===== src/rtl/vec_len_sq_feeder.sv =====
// Squares and sums a signed (dx, dy) move vector with a serial shift-add multiplier, then hands the sum to the sqrt unit.
// Latency: 2*COORD_BITS enabled cycles to the sqrt_trigger, then one DONE cycle; each clk_en=0 cycle adds one cycle.
// Backpressure: holds in WAIT_RDY with num_out stable until sqrt_rdy; trigger is ignored whenever rdy=0.
module vec_len_sq_feeder #(
  parameter int COORD_BITS = 8
) (
  input  logic                         clk,
  input  logic                         reset,
  input  logic                         clk_en,
  input  logic signed [COORD_BITS-1:0] dx,
  input  logic signed [COORD_BITS-1:0] dy,
  input  logic                         trigger,
  input  logic                         sqrt_rdy,
  output logic [2*COORD_BITS-1:0]      num_out,
  output logic                         sqrt_trigger,
  output logic                         rdy,
  output logic                         done
);

  localparam int SW = 2 * COORD_BITS;
  localparam int CW = (COORD_BITS > 1) ? $clog2(COORD_BITS) : 1;

  typedef enum logic [2:0] {IDLE, SQ_X, SQ_Y, WAIT_RDY, DONE} state_t;

  state_t                state, state_nxt;
  logic [COORD_BITS-1:0] mag_x, mag_y, op;
  logic [SW-1:0]         acc, addend, sum;
  logic [CW-1:0]         cnt;
  logic                  last_bit;

  // -2^(C-1) negates to itself, which read as unsigned is exactly 2^(C-1).
  function automatic logic [COORD_BITS-1:0] abs_mag(input logic signed [COORD_BITS-1:0] v);
    return v[COORD_BITS-1] ? $unsigned(-v) : $unsigned(v);
  endfunction

  always_comb begin
    op       = (state == SQ_Y) ? mag_y : mag_x;
    addend   = op[cnt] ? (SW'(op) << cnt) : '0;
    sum      = acc + addend;
    last_bit = (cnt == CW'(COORD_BITS - 1));
  end

  always_comb begin
    state_nxt    = state;
    rdy          = (state == IDLE);
    done         = (state == DONE);
    sqrt_trigger = (state == WAIT_RDY) && sqrt_rdy && clk_en;
    case (state)
      IDLE:     if (trigger)  state_nxt = SQ_X;
      SQ_X:     if (last_bit) state_nxt = SQ_Y;
      SQ_Y:     if (last_bit) state_nxt = WAIT_RDY;
      WAIT_RDY: if (sqrt_rdy) state_nxt = DONE;
      DONE:                   state_nxt = IDLE;
      default:                state_nxt = IDLE;
    endcase
  end

  always_ff @(posedge clk) begin
    if (reset) begin
      state   <= IDLE;
      mag_x   <= '0;
      mag_y   <= '0;
      acc     <= '0;
      cnt     <= '0;
      num_out <= '0;
    end else if (clk_en) begin
      state <= state_nxt;
      case (state)
        IDLE: begin
          if (trigger) begin
            mag_x <= abs_mag(dx);
            mag_y <= abs_mag(dy);
            acc   <= '0;
            cnt   <= '0;
          end
        end
        SQ_X, SQ_Y: begin
          acc <= sum;
          cnt <= last_bit ? '0 : cnt + 1'b1;
          if (state == SQ_Y && last_bit) num_out <= sum;
        end
        default: ;
      endcase
    end
  end

endmodule


===== config.mk =====
export PLATFORM = sky130hd
export DESIGN_NAME = vec_len_sq_feeder
export DESIGN_NICKNAME = d
export VERILOG_FILES = /design/src/rtl/vec_len_sq_feeder.sv
export SDC_FILE = /design/constraint.sdc
export NUM_CORES = 1
export LEC_CHECK = 0
export CAP_MARGIN = 20
export CORE_MARGIN = 2
export CORE_UTILIZATION = 31
export DETAILED_ROUTE_END_ITERATION = 12
export SLEW_MARGIN = 15
export SYNTH_ARGS = -nofsm -noshare
export SYNTH_HDL_FRONTEND = slang
export SYNTH_SLANG_ARGS = --single-unit

===== constraint.sdc =====
create_clock -name clk -period 4.5 [get_ports clk]
set_clock_uncertainty 0.2 [all_clocks]
set_input_delay 0.45 -clock clk [delete_from_list [all_inputs] [get_ports clk]]
set_output_delay 0.45 -clock clk [all_outputs]
set_load 0.01 [all_outputs]

== Word level (Yosys, flattened, before mapping) ==
Index checks and enable logic that the tools add are counted.

* Input bits: 21
* Logic and storage cells: 47
* Bits in registers: 54
* Output and inout bits: 19

* $lt $le $gt $ge: 1
* Equality and inequality tests: 9
* Shift operators: 1
* Muxes and demuxes: 16
* Reduce and logical (&&, ||, !) cells: 10
* $add $sub $neg: 4

{| class="wikitable"
|+ Operator list
! operator !! number
|-
| $mux W16 || 2
|-
| $pmux W16 S2 || 1
|-
| $mux W8 || 3
|-
| $mux W3 || 6
|-
| $add A16 B16 Y16 || 1
|-
| $neg A8 Y8 || 2
|-
| $shl A8 B3 Y16 || 1
|-
| $pmux W3 S4 || 1
|-
| $reduce_and A3 Y1 || 3
|-
| $ne A2 B2 Y1 const B || 4
|-
| $eq A3 B2 Y1 const B || 2
|-
| $eq A3 B3 Y1 const B || 2
|-
| $pmux W3 S2 || 1
|-
| $reduce_and A5 Y1 || 1
|-
| $lt A3 B4 Y1 const B || 1
|-
| $add A3 B1 Y3 const B || 1
|-
| $bmux W1 S3 || 1
|-
| $eq A3 B1 Y1 const B || 1
|-
| $logic_and A1 B1 Y1 || 3
|-
| $logic_not A3 Y1 || 1
|-
| $reduce_bool A2 Y1 || 1
|-
| $reduce_or A2 Y1 || 1
|-
| $mux W1 || 1
|}

== Logic depth before layout (Yosys ltp) ==
* Depth in word-level cells: 7
* Gate-level depth with buffers: 16
* Mapped depth without buffers: 13

== Least setup slack after synthesis ==
No wires, ideal clock.

* Kind: flip-flop to flip-flop
* Start point: register state[0]
* End point: register acc[13]
* Setup slack: 0.778 ns
* Setup time: 0.130 ns
* Period minus slack after synthesis: 3.722 ns
* Data required time: 4.170 ns
* Stages on the path, launching flop included: 16
* Arrival: 3.392 ns
* Path buffers: 3
* Path through: dfxtp_1 -> buf_4 -> or3b_4 -> buf_12 -> mux2i_1 -> mux4_2 -> o21a_4 -> a311oi_1 -> ha_1 -> clkbuf_1 -> a21oi_1 -> o21a_1 -> o21ai_0 -> a211oi_1 -> xor2_1 -> o31ai_1

* Cells in the longest elaborated chain, start to end: 7
* Elaborated cells on any way between the ends: 14
* Those cells by class: add/sub (1); eq/ne (3); shift (1); mux (5); reduce/logical (4)

{| class="wikitable"
|+ RTL lines
! what !! RTL line !! text
|-
| start, declared || 25 || <nowiki>state_t state, state_nxt;</nowiki>
|-
| start signal, assigned || 67 || <nowiki>state <= state_nxt;</nowiki>
|-
| $eq A3 B2 Y1 || 37, 68 ||
|-
| $mux W8 || 37 || <nowiki>op = (state == SQ_Y) ? mag_y : mag_x;</nowiki>
|-
| $bmux W1 S3 || 38 || <nowiki>addend = op[cnt] ? (SW'(op) << cnt) : '0;</nowiki>
|-
| $mux W1 (implied by the code) || 38 ||
|-
| $mux W16 || 38 ||
|-
| $add A16 B16 Y16 || 39 || <nowiki>sum = acc + addend;</nowiki>
|-
| $pmux W16 S2 || 68 || <nowiki>case (state)</nowiki>
|-
| end signal, assigned || 78 || <nowiki>acc <= sum;</nowiki>
|-
| end, declared || 27 || <nowiki>logic [SW-1:0] acc, addend, sum;</nowiki>
|}

Several ways; a longest one is shown, not always the timed one. The select of a mux whose other input is x is not followed.
A chain may end at the register's enable or synchronous reset.

== Worst setup path after layout ==
* Start point: register state[1]
* End point: register acc[13]

The elaborated chain is that of the path after synthesis.

==> results.json <==
{
  "status": "finished clean",
  "dp_hpwl_um": 6507,
  "cts-root-buf": "clkbuf_16",
  "relSlewSlack": 0.3284,
  "overflow": 0,
  "post_cts_buffers": 0,
  "clk_pin_slew_ns": 0.07,
  "fillers": 1188,
  "max_slew.worst_pin.slew_ns": 1.007,
  "yosys.area.top_type": "dfxtp_1",
  "fin_util": 0.3734,
  "worstSetupStartpoint": "state[1]$_SDFFE_PP0P_",
  "syn_nets": 492,
  "wl_per_cell_um": 14.00,
  "cpPeakStageDelay_ns": 0.54,
  "met1_usage": 0.1967,
  "drv_cap": 0,
  "synthTopCellsByArea": "dfxtp_1, mux2i_1, ha_1",
  "hold_class": "flop to flop",
  "crit_slowest_cell": "dfxtp_1",
  "place_ws_ns": 0.3955,
  "synth-seq-area-share": 0.2999,
  "yosys_most_used_dff": "dfxtp_1",
  "grt.met3_usage": 0.02722,
  "synth.most_common_cell": "dfxtp_1",
  "fin_setup_tns_ns": 0,
  "cp-end-kind": "flop",
  "fin_cells": 618,
  "chipHeight_um": 111.8,
  "fin_ws_ns": 0.3702,
  "synthDistinctLibCells": 52,
  "cts.sinks": 54,
  "hp-start": "num_out[11]$_SDFFE_PP0P_",
  "finalCritPeriodShare": 0.9177,
  "hold_viol": 0,
  "cts_buffers": 5,
  "synth_edf_count": 0,
  "ys_top_cells_by_count": "dfxtp_1, nand2_1, nor2_1, a21oi_1, mux2i_1",
  "grt_max_degree": 59,
  "ir_drop_mv": 0.1514,
  "syn_inst": 451,
  "wirelength_um": 8653,
  "grt_use_met2": 0.2271,
  "htreeDepth": 2,
  "regToRegStartpoint": "state[1]$_SDFFE_PP0P_",
  "grt_pass1_vias": 3028,
  "async_flop_share": 0,
  "drive_above_1_share": 0.04632,
  "grt-busiest-layer": "met2",
  "p_per_area_nw_per_um2": 252.9,
  "clk_path_buf_depth": 2,
  "cts_hold_buf": 0,
  "antenna_left": 0,
  "rows": 39,
  "areaGrowthSynthToFinish_pct": 17.77,
  "drtIter0Drc": 164,
  "regArea_sq_um": 1081,
  "fp.coreArea_sq_um": 11370,
  "syn_area_sq_um": 3605,
  "yosysTopAreaCellShare": 0.2999,
  "critical_path_class": "flop to flop",
  "worst-path-max-fanout": 11,
  "post-place-cells": 610,
  "crit_family": "compound AO/OA/AOI/OAI gates",
  "ys_warn_count": 0,
  "cp_cell_sequence": "or3b_4 -> mux2i_1 -> mux4_2 -> o21a_4 -> a2111oi_4 -> ha_1 -> a21oi_1 -> a21boi_0 -> and2_1 -> a211oi_1 -> xor2_1 -> o31ai_1",
  "layout_min_cycle_time_ns": 4.130,
  "vias_per_cell": 5.209,
  "die_area_sq_um": 12510,
  "arrival_ns": 4.08,
  "worstPathRequired_ns": 4.45,
  "multi_input_area_sq_um": 2359,
  "max_freq_mhz": 242.1,
  "grt_usage": 0.1428,
  "io_pins": 40,
  "tritoncts": "built",
  "rrSetupSlack_ns": 0.37,
  "grt_pass1_wl_um": 14780,
  "portBuffers": 39,
  "ys_ff_latch": 54,
  "n_antenna_cell": 0,
  "avgSynthCellArea_sq_um": 7.993,
  "drc": 0,
  "p_leak_nw": 1.585,
  "crit_buf_inv": 0,
  "gp_congestion": 0.9123,
  "vias": 3219,
  "start_util": 0.3170,
  "clk_latency_ns": 0.30,
  "power_mw": 1.074,
  "chipWidth_um": 111.8,
  "rsz0062_at_grt": "no",
  "cts-resized-gates": 0,
  "antenna_found_initial": 0,
  "slew_violations": 0,
  "crit_path_start_kind": "flop",
  "nets": 515,
  "first_pass_iters": 5,
  "setup_viol": 0
}
[placed cells by master, fill, tap and decap left out, types with 9 or more instances in the layout]
master           count
a21oi_1             40
ha_1                19
a211oi_1            22
nand2_1             48
nor3_1               9
clkdlybuf4s50_1     38
nand3_1             21
xnor2_1              9
nor2_1              48
xor2_1              12
a22oi_1             11
mux2i_1             24
dfxtp_1             54
inv_1               10
[layer usage]
metal  vias to the layer above  wire [um]
met2                        65       3846
met3                        15        398
met4                         0        129
li1                       1680          -
met5                         -          0
met1                      1459       4278
[power breakdown]
part	total, mW	leakage, nW	switching [mW]	internal (mW)
registers	0.502	0.437	0.0129	0.489
clock network	0.438	0.0771	0.175	0.263
logic	0.134	1.07	0.0768	0.0570
[worst paths after layout]
check        cells past startpoint                       end
max                             12      acc[13]$_SDFFE_PP0P_
min                              2  num_out[11]$_SDFFE_PP0P_
max reg2reg                     12      acc[13]$_SDFFE_PP0P_
min reg2reg                      2  num_out[11]$_SDFFE_PP0P_
[cell type report]
| cell class | count | share of cell area |
|---|---|---|
| multi-input combinational | 359 | 0.5556 |
| tap | 143 | 0.04215 |
| clock inverter | 2 | 0.008842 |
| inverter | 10 | 0.008842 |
| clock buffer | 6 | 0.03036 |
| timing repair buffer | 44 | 0.09962 |
| sequential | 54 | 0.2546 |
[registers in the layout, indices dropped and copies added (netlist names)]
register and cells:
acc 16, num_out 16, mag_y 8, state 3
mag_x 8, cnt 3
[through the flow]
stage | cell area [sq um] | hold WS, ns
floorplan | 3605 | 0.2445
global placement | 4079 | 0.2425
detailed placement | 4079 | 0.2452
CTS | 4245 | 0.2557
global route | 4245 | 0.2656
finish | 4245 | 0.2518
[worst register-to-register path, stage by stage (launching register included)]
cell and delay [ns]:
dfxtp_1 0.54, or3b_4 0.53, mux2i_1 0.20, mux4_2 0.53, o21a_4 0.25, a2111oi_4 0.21, ha_1 0.33, a21oi_1 0.25
a21boi_0 0.18, and2_1 0.25, a211oi_1 0.26, xor2_1 0.18, o31ai_1 0.08
[cell families after synthesis]
| logic type | Yosys count | share of synthesized area |
|---|---|---|
| mux | 26 | 0.07601 |
| buf+inv | 38 | 0.04582 |
| simple gates | 178 | 0.2409 |
| flops | 54 | 0.2999 |
| fa+ha+maj | 20 | 0.07150 |
| xor+xnor | 21 | 0.05102 |
| compound gates | 114 | 0.2149 |
Power figures use the tool's default switching activity.
